$ cat config.mk
export PLATFORM = sky130hd
export DESIGN_NAME = axi_lite_mem_adapter_flat
export DESIGN_NICKNAME = d
export VERILOG_FILES = /design/src/rtl/axi_lite_mem_adapter_if.sv /design/src/rtl/axi_lite_mem_adapter.sv /design/src/flat_wrapper.sv
export SDC_FILE = /design/constraint.sdc
export NUM_CORES = 1
export LEC_CHECK = 0
export CAP_MARGIN = 20
export CORE_AREA = 2 2 204 206
export CTS_CLUSTER_SIZE = 30
export DETAILED_ROUTE_END_ITERATION = 6
export DIE_AREA = 0 0 206 208
export PLACE_DENSITY_LB_ADDON = 0.12
export SETUP_SLACK_MARGIN = 0.2
export SLEW_MARGIN = 20
export SYNTH_ARGS = -nofsm -noshare
export SYNTH_HDL_FRONTEND = slang
export SYNTH_SLANG_ARGS = --single-unit
$ cat constraint.sdc
create_clock -name clk_i -period 2.02 [get_ports clk_i]
set_clock_uncertainty 0.1 [all_clocks]
set_input_delay 0.404 -clock clk_i [delete_from_list [all_inputs] [get_ports clk_i]]
set_output_delay 0.404 -clock clk_i [all_outputs]
set_load 0.1 [all_outputs]
$ cat src/rtl/axi_lite_mem_adapter_if.sv
`default_nettype none
// =============================================================================
// axi_lite_mem_adapter_if : AXI4-Lite bus bundle (AW, W, B, AR, R channels)
// Rev 1.0
// =============================================================================
interface axi_lite_mem_adapter_if #(
  parameter int unsigned AXI_ADDR_WIDTH = 64,
  parameter int unsigned AXI_DATA_WIDTH = 64,
  parameter int unsigned AXI_ID_WIDTH   = 10
);
  logic [AXI_ID_WIDTH-1:0]     aw_id;
  logic [AXI_ADDR_WIDTH-1:0]   aw_addr;
  logic                        aw_valid;
  logic                        aw_ready;
  logic [AXI_DATA_WIDTH-1:0]   w_data;
  logic [AXI_DATA_WIDTH/8-1:0] w_strb;
  logic                        w_valid;
  logic                        w_ready;
  logic [AXI_ID_WIDTH-1:0]     b_id;
  logic [1:0]                  b_resp;
  logic                        b_valid;
  logic                        b_ready;
  logic [AXI_ID_WIDTH-1:0]     ar_id;
  logic [AXI_ADDR_WIDTH-1:0]   ar_addr;
  logic                        ar_valid;
  logic                        ar_ready;
  logic [AXI_ID_WIDTH-1:0]     r_id;
  logic [AXI_DATA_WIDTH-1:0]   r_data;
  logic [1:0]                  r_resp;
  logic                        r_last;
  logic                        r_valid;
  logic                        r_ready;

  modport master (
    output aw_id, aw_addr, aw_valid, w_data, w_strb, w_valid, b_ready,
           ar_id, ar_addr, ar_valid, r_ready,
    input  aw_ready, w_ready, b_id, b_resp, b_valid, ar_ready,
           r_id, r_data, r_resp, r_last, r_valid
  );

  modport slave (
    input  aw_id, aw_addr, aw_valid, w_data, w_strb, w_valid, b_ready,
           ar_id, ar_addr, ar_valid, r_ready,
    output aw_ready, w_ready, b_id, b_resp, b_valid, ar_ready,
           r_id, r_data, r_resp, r_last, r_valid
  );
endinterface
`default_nettype wire

$ cat src/rtl/axi_lite_mem_adapter.sv
`default_nettype none
// =============================================================================
// axi_lite_mem_adapter : AXI4-Lite slave to one-cycle memory request bridge.
// Optional address-window SLVERR check: define AXI_LITE_MEM_ADAPTER_ERR_EN.
// Rev 1.0
// =============================================================================
module axi_lite_mem_adapter #(
  parameter int unsigned               AXI_ADDR_WIDTH = 64,
  parameter int unsigned               AXI_DATA_WIDTH = 64,
  parameter int unsigned               AXI_ID_WIDTH   = 10,
  parameter int unsigned               READ_LATENCY   = 1,
  parameter logic [AXI_ADDR_WIDTH-1:0] ADDR_BASE      = 'h0,
  parameter logic [AXI_ADDR_WIDTH-1:0] ADDR_SIZE      = 'h1000
) (
  input  logic                          clk_i,
  input  logic                          rst_ni,
  axi_lite_mem_adapter_if.slave         slave,
  output logic                          req_o,
  output logic                          we_o,
  output logic [AXI_ADDR_WIDTH-1:0]     addr_o,
  output logic [AXI_DATA_WIDTH/8-1:0]   be_o,
  output logic [AXI_DATA_WIDTH-1:0]     wdata_o,
  input  logic [AXI_DATA_WIDTH-1:0]     rdata_i
);
  localparam int unsigned STRB_W      = AXI_DATA_WIDTH / 8;
  localparam int unsigned OFF_W       = $clog2(STRB_W);
  localparam logic [1:0]  RESP_OKAY   = 2'b00;
  localparam logic [1:0]  RESP_SLVERR = 2'b10;

  typedef enum logic [1:0] {
    IDLE    = 2'd0,
    WR_RESP = 2'd1,
    RD_WAIT = 2'd2,
    RD_RESP = 2'd3
  } state_e;

  if ((READ_LATENCY < 1) || (READ_LATENCY > 4)) begin : g_bad_latency
    $error("axi_lite_mem_adapter: READ_LATENCY must be in 1..4");
  end
  if ((AXI_DATA_WIDTH != 32) && (AXI_DATA_WIDTH != 64)) begin : g_bad_width
    $error("axi_lite_mem_adapter: AXI_DATA_WIDTH must be 32 or 64");
  end

  state_e                    state_q, state_d;
  logic [1:0]                cnt_q, cnt_d;
  logic [AXI_ID_WIDTH-1:0]   id_q, id_d;
  logic [AXI_DATA_WIDTH-1:0] rdata_q, rdata_d;
  logic [1:0]                resp_q, resp_d;
  logic                      w_aw_ready, w_ar_ready;
  logic                      w_aw_err, w_ar_err;

  function automatic logic [AXI_ADDR_WIDTH-1:0] word_align(input logic [AXI_ADDR_WIDTH-1:0] a);
    logic [AXI_ADDR_WIDTH-1:0] r;
    r            = a;
    r[OFF_W-1:0] = '0;
    return r;
  endfunction

`ifdef AXI_LITE_MEM_ADAPTER_ERR_EN
  // Offset compare avoids overflow of ADDR_BASE+ADDR_SIZE at the top of the map.
  function automatic logic out_of_range(input logic [AXI_ADDR_WIDTH-1:0] a);
    return (a < ADDR_BASE) || ((a - ADDR_BASE) >= ADDR_SIZE);
  endfunction
  assign w_aw_err = out_of_range(slave.aw_addr);
  assign w_ar_err = out_of_range(slave.ar_addr);
`else
  assign w_aw_err = 1'b0;
  assign w_ar_err = 1'b0;
`endif

  always_ff @(posedge clk_i or negedge rst_ni) begin
    if (!rst_ni) begin
      state_q <= IDLE;
      cnt_q   <= '0;
      id_q    <= '0;
      rdata_q <= '0;
      resp_q  <= RESP_OKAY;
    end else begin
      state_q <= state_d;
      cnt_q   <= cnt_d;
      id_q    <= id_d;
      rdata_q <= rdata_d;
      resp_q  <= resp_d;
    end
  end

  always_comb begin
    state_d    = state_q;
    cnt_d      = cnt_q;
    id_d       = id_q;
    rdata_d    = rdata_q;
    resp_d     = resp_q;
    w_aw_ready = 1'b0;
    w_ar_ready = 1'b0;
    req_o      = 1'b0;
    we_o       = 1'b0;
    addr_o     = '0;
    be_o       = '0;
    wdata_o    = '0;
    case (state_q)
      IDLE: begin
        // Readies and the request strobe are combinational from valid, so
        // they are explicitly held low while reset is asserted.
        if (rst_ni) begin
          if (slave.aw_valid && slave.w_valid) begin
            w_aw_ready = 1'b1;
            id_d       = slave.aw_id;
            resp_d     = w_aw_err ? RESP_SLVERR : RESP_OKAY;
            state_d    = WR_RESP;
            if (!w_aw_err) begin
              req_o   = 1'b1;
              we_o    = 1'b1;
              addr_o  = word_align(slave.aw_addr);
              be_o    = slave.w_strb;
              wdata_o = slave.w_data;
            end
          end else if (slave.ar_valid) begin
            w_ar_ready = 1'b1;
            id_d       = slave.ar_id;
            if (w_ar_err) begin
              resp_d  = RESP_SLVERR;
              rdata_d = '0;
              state_d = RD_RESP;
            end else begin
              resp_d  = RESP_OKAY;
              req_o   = 1'b1;
              addr_o  = word_align(slave.ar_addr);
              be_o    = {STRB_W{1'b1}};
              cnt_d   = 2'(READ_LATENCY - 1);
              state_d = RD_WAIT;
            end
          end
        end
      end
      WR_RESP: begin
        if (slave.b_ready) state_d = IDLE;
      end
      RD_WAIT: begin
        if (cnt_q == 2'd0) begin
          rdata_d = rdata_i;
          state_d = RD_RESP;
        end else begin
          cnt_d = cnt_q - 2'd1;
        end
      end
      RD_RESP: begin
        if (slave.r_ready) state_d = IDLE;
      end
      default: state_d = IDLE;
    endcase
  end

  assign slave.aw_ready = w_aw_ready;
  assign slave.w_ready  = w_aw_ready;
  assign slave.ar_ready = w_ar_ready;
  assign slave.b_valid  = (state_q == WR_RESP);
  assign slave.b_id     = id_q;
  assign slave.b_resp   = resp_q;
  assign slave.r_valid  = (state_q == RD_RESP);
  assign slave.r_last   = (state_q == RD_RESP);
  assign slave.r_id     = id_q;
  assign slave.r_data   = rdata_q;
  assign slave.r_resp   = resp_q;

endmodule
`default_nettype wire
$ cat src/flat_wrapper.sv
// flat-port wrapper written by rule: the top's interface ports become plain ports
module axi_lite_mem_adapter_flat 
#(
  parameter int unsigned               AXI_ADDR_WIDTH = 64,
  parameter int unsigned               AXI_DATA_WIDTH = 64,
  parameter int unsigned               AXI_ID_WIDTH   = 10,
  parameter int unsigned               READ_LATENCY   = 1,
  parameter logic [AXI_ADDR_WIDTH-1:0] ADDR_BASE      = 'h0,
  parameter logic [AXI_ADDR_WIDTH-1:0] ADDR_SIZE      = 'h1000
)
  (clk_i, rst_ni, req_o, we_o, addr_o, be_o, wdata_o, rdata_i, slave_aw_id, slave_aw_addr, slave_aw_valid, slave_w_data, slave_w_strb, slave_w_valid, slave_b_ready, slave_ar_id, slave_ar_addr, slave_ar_valid, slave_r_ready, slave_aw_ready, slave_w_ready, slave_b_id, slave_b_resp, slave_b_valid, slave_ar_ready, slave_r_id, slave_r_data, slave_r_resp, slave_r_last, slave_r_valid);
  axi_lite_mem_adapter_if #(.AXI_ADDR_WIDTH(AXI_ADDR_WIDTH), .AXI_DATA_WIDTH(AXI_DATA_WIDTH), .AXI_ID_WIDTH(AXI_ID_WIDTH)) slave_i ();
  input  logic clk_i;
  input  logic rst_ni;
  output logic req_o;
  output logic we_o;
  output logic [AXI_ADDR_WIDTH-1:0] addr_o;
  output logic [AXI_DATA_WIDTH/8-1:0] be_o;
  output logic [AXI_DATA_WIDTH-1:0] wdata_o;
  input  logic [AXI_DATA_WIDTH-1:0] rdata_i;
  input wire logic [$bits(slave_i.aw_id)-1:0] slave_aw_id;
  input wire logic [$bits(slave_i.aw_addr)-1:0] slave_aw_addr;
  input wire logic [$bits(slave_i.aw_valid)-1:0] slave_aw_valid;
  input wire logic [$bits(slave_i.w_data)-1:0] slave_w_data;
  input wire logic [$bits(slave_i.w_strb)-1:0] slave_w_strb;
  input wire logic [$bits(slave_i.w_valid)-1:0] slave_w_valid;
  input wire logic [$bits(slave_i.b_ready)-1:0] slave_b_ready;
  input wire logic [$bits(slave_i.ar_id)-1:0] slave_ar_id;
  input wire logic [$bits(slave_i.ar_addr)-1:0] slave_ar_addr;
  input wire logic [$bits(slave_i.ar_valid)-1:0] slave_ar_valid;
  input wire logic [$bits(slave_i.r_ready)-1:0] slave_r_ready;
  output wire logic [$bits(slave_i.aw_ready)-1:0] slave_aw_ready;
  output wire logic [$bits(slave_i.w_ready)-1:0] slave_w_ready;
  output wire logic [$bits(slave_i.b_id)-1:0] slave_b_id;
  output wire logic [$bits(slave_i.b_resp)-1:0] slave_b_resp;
  output wire logic [$bits(slave_i.b_valid)-1:0] slave_b_valid;
  output wire logic [$bits(slave_i.ar_ready)-1:0] slave_ar_ready;
  output wire logic [$bits(slave_i.r_id)-1:0] slave_r_id;
  output wire logic [$bits(slave_i.r_data)-1:0] slave_r_data;
  output wire logic [$bits(slave_i.r_resp)-1:0] slave_r_resp;
  output wire logic [$bits(slave_i.r_last)-1:0] slave_r_last;
  output wire logic [$bits(slave_i.r_valid)-1:0] slave_r_valid;
  assign slave_i.aw_id = slave_aw_id;
  assign slave_i.aw_addr = slave_aw_addr;
  assign slave_i.aw_valid = slave_aw_valid;
  assign slave_i.w_data = slave_w_data;
  assign slave_i.w_strb = slave_w_strb;
  assign slave_i.w_valid = slave_w_valid;
  assign slave_i.b_ready = slave_b_ready;
  assign slave_i.ar_id = slave_ar_id;
  assign slave_i.ar_addr = slave_ar_addr;
  assign slave_i.ar_valid = slave_ar_valid;
  assign slave_i.r_ready = slave_r_ready;
  assign slave_aw_ready = slave_i.aw_ready;
  assign slave_w_ready = slave_i.w_ready;
  assign slave_b_id = slave_i.b_id;
  assign slave_b_resp = slave_i.b_resp;
  assign slave_b_valid = slave_i.b_valid;
  assign slave_ar_ready = slave_i.ar_ready;
  assign slave_r_id = slave_i.r_id;
  assign slave_r_data = slave_i.r_data;
  assign slave_r_resp = slave_i.r_resp;
  assign slave_r_last = slave_i.r_last;
  assign slave_r_valid = slave_i.r_valid;
  axi_lite_mem_adapter #(.AXI_ADDR_WIDTH(AXI_ADDR_WIDTH), .AXI_DATA_WIDTH(AXI_DATA_WIDTH), .AXI_ID_WIDTH(AXI_ID_WIDTH), .READ_LATENCY(READ_LATENCY), .ADDR_BASE(ADDR_BASE), .ADDR_SIZE(ADDR_SIZE)) u_core (.clk_i(clk_i), .rst_ni(rst_ni), .slave(slave_i), .req_o(req_o), .we_o(we_o), .addr_o(addr_o), .be_o(be_o), .wdata_o(wdata_o), .rdata_i(rdata_i));
endmodule
==> impl_metrics.csv <==
group,metric,value,unit
run_status,outcome,"finished, violations left",
run_status,violations,"negative hold slack, negative setup slack",
power_and_ir_drop,swShare,57.87,%
logic_synthesis,syn_area_per_cell,11.49,sq um
clock_network,cts_made_buffers,9,
die,chipWidth,206,microns
logic_synthesis,async_flop_share,100.0,%
power_and_ir_drop,p_seq_share,14.9,%
detailed_routing,ant_nets,0,
clock_network,h-tree-depth,3,
layout,postLayoutCellArea,13450,sq um
logic_synthesis,synth_most_common_cell,"mux2_2",
global_route,grt_pass1_vias,5507,
power_and_ir_drop,p_switching,11.98,mW
detailed_routing,vias_per_cell,3.614,
logic_synthesis,synth_seq_area_share,43.69,%
timing,fin_crit_sh,119.0,%
logic_synthesis,synthTopCellsByArea,"dfrtp_1 44%, mux2_2 21%, a22o_1 12%",
logic_synthesis,yosysWarnings,0,
power_and_ir_drop,vdd_drop_max,1199,uV
worst_setup_path,path_class,"flop to output pin",
logic_synthesis,synthCells,389,
worst_setup_path,cp-start-kind,"flop",
timing,whs,-0.01300,ns
die,rows,74,
logic_synthesis,synth_edf_count,0,
job,maxCapViolations,0,
global_route,grt_usage,12.94,%
worst_setup_path,required,1.52,ns
placed_design,dp_hpwl,23970,microns
clock_network,path_clk_slew,0.06,ns
die,ios,523,
timing,relSlewSlack,52.39,%
clock_network,root_buffer,"clkbuf_16",
clock_network,clk_latency,0.34,ns
logic_synthesis,synth-seq-cells,78,
layout,final_nets,1193,
clock_network,cts_buffer_depth,2,
placed_design,placed_cell_area,12830,sq um
layout,layout.cells.non_filler,1442,
clock_network,tritoncts,"yes",
worst_setup_path,regToRegStartpoint,"u_core.state_q[0]",
worst_setup_path,reg2reg_to,"u_core.slave.b_id[8]",
power_and_ir_drop,leakagePower,5.623,nW
power_and_ir_drop,powerDensity,1539,nW/um^2
timing,fin_ws,-0.3846,ns
logic_synthesis,synth_cell_types,29,
timing,worst_slew_pin_slew,0.7141,ns
logic_synthesis,synth_largest_area_cell,"dfrtp_1",
logic_synthesis,netlist_area,4468,sq um
power_and_ir_drop,internal-power,8.723,mW
timing,report.final.slew_viol_count,0,
detailed_routing,drc,0,
power_and_ir_drop,p_comb_share,77.5,%
layout,synthToLayoutAreaGrowth,201.1,%
placed_design,gp_congestion,0.7793,
logic_synthesis,synthFlopType,"dfrtp_1",
die,start_util,11.02,%
power_and_ir_drop,p_clk_share,7.6,%
timing,post-route-min-period,2.405,ns
clock_network,postCtsHoldBufs,0,
logic_synthesis,synth_top_cells_by_count,"83 x mux2_2, 78 x dfrtp_1, 65 x and3_1, 61 x a22o_1, 26 x buf_4",
placed_design,portBuffers,509,
worst_setup_path,arrival,1.90,ns
global_route,grt_pass1_wl,40380,microns
placed_design,dp_cells,1407,
detailed_routing,drt_first_pass_iters,4,
global_route,antenna_found_initial,5,
worst_setup_path,r2r_setup_slack,-0.04,ns
timing,final.setup.tns,-48.55,ns
global_route,grt_max_degree,53,
worst_setup_path,path_max_fanout,19,
detailed_routing,drt-wirelength-per-cell,20.20,microns
layout,layout-drive-gt1-share,57.84,%
detailed_routing,drtIter0Drc,121,
timing,hold_viol,7,
logic_synthesis,yosysTopAreaCellShare,43.69,%
timing,max_freq,415.9,MHz
detailed_routing,via_count,5212,
worst_setup_path,reg2reg_depth,8,
min_path,hold_path.class,"input port to asynchronous set/reset pin",
worst_setup_path,critPathCaptureType,"output pin",
global_route,gr-total-overflow,0,
die,die-area,42850,sq um
clock_network,cts_sinks,78,
die,core_area,40550,sq um
timing,setup_viol,144,
die,die_h,208,microns
detailed_routing,drt-total-wl,29120,microns
timing,rsz0062_at_grt,"yes",
## cells in the final DEF, fill, tap and decap left out, types with 2 or more instances in the layout
| cell type | Yosys | final |
|---|---|---|
| clkdlybuf4s50_1 | 0 | 282 |
| buf_12 | 0 | 189 |
| buf_4 | 26 | 73 |
| dfrtp_1 | 78 | 68 |
| and3_4 | 0 | 65 |
| mux2_2 | 83 | 65 |
| a22o_4 | 0 | 61 |
| mux2_4 | 1 | 19 |
| clkbuf_16 | 0 | 12 |
| dfrtp_2 | 0 | 10 |
| nor2_1 | 16 | 8 |
| nor2_4 | 0 | 8 |
| conb_1 | 1 | 7 |
| diode_2 | 0 | 4 |
| clkinvlp_4 | 0 | 4 |
| nand2_1 | 3 | 3 |
| inv_1 | 3 | 2 |
| and2_4 | 0 | 2 |
| buf_16 | 0 | 2 |
| buf_6 | 7 | 2 |
## flip-flops by register name, indices dropped and copies added, names as in the netlist
| register | cells |
|---|---|
| u_core.cnt_q | 2 |
| u_core.slave.b_id | 10 |
| u_core.slave.r_data | 64 |
| u_core.state_q | 2 |
## metal layers
metal  vias up  GRT usage, %  routed length (microns)
met1      2473         13.07                     9787
met3        28         5.467                     3260
met2       272         23.84                    15440
met5         -             0                       23
li1       2435             -                        -
met4         4         3.892                      614
## timing repair
item                       4_1_cts  5_1_grt
resized for setup               23        3
pin swaps                        2        2
buffers inserted                 5        5
gates cloned                     2        3
setup endpoints to repair      199      214
## how the worst max path moves through the flow
stage	start	to
finish	u_core.state_q[0]	addr_o[60]
global route	u_core.state_q[0]	addr_o[59]
CTS	u_core.state_q[0]	addr_o[60]
detailed placement	slave_aw_valid	addr_o[60]
global placement	slave_aw_valid	wdata_o[36]
floorplan	slave_aw_valid	req_o
## final cells by class
cell class                      count  area [sq um]
Clock buffer                       10         239.0
Multi-Input combinational cell    255          3151
Timing Repair Buffer              554          7363
Inverter                            3         15.01
Fill cell                        4010         27100
Sequential cell                    78          1964
Tap cell                          532         665.6
Antenna cell                        4         10.01
Clock inverter                      6         45.04
## stage by stage
stage,total power [mW],worst slack (ns),util (%)
CTS,20.84,-0.4388,32.81
floorplan,13.76,-0.1218,-
detailed placement,18.88,-0.3510,31.64
finish,20.70,-0.3846,33.17
global placement,18.86,-0.3656,31.64
global route,21.44,-0.4630,33.17
## cell families (layout without fill, tap and decap cells)
kind of cell	Yosys count	in the layout	synth area share (%)
AOI/OAI and AO/OA	68	68	13.11
buffers and inverters	62	573	8.933
DFF	78	78	43.69
adders and majority gates	1	1	0.2800
muxes	85	85	21.48
other	1	11	0.08393
and+or+nand+nor	94	94	12.43
## critical path: stages, from the launching register on
cell and delay, ns:
dfrtp_1 0.41, nor3b_4 0.23, buf_4 0.16, and2_4 0.23, buf_12 0.20, a22o_4 0.15
buf_12 0.16
## power groups by stage
| stage | combinational (mW) | sequential (mW) | clock [mW] |
|---|---|---|---|
| 2_1_floorplan | 5.35 | 8.41 | 0 |
| 3_3_place_gp | 15.8 | 3.07 | 0 |
| 3_5_place_dp | 15.8 | 3.09 | 0 |
| 4_1_cts | 16.1 | 3.11 | 1.67 |
| 5_1_grt | 16.5 | 3.21 | 1.72 |
| 6_report | 16.0 | 3.09 | 1.58 |
No activity file was read; power rests on OpenSTA's default activity.
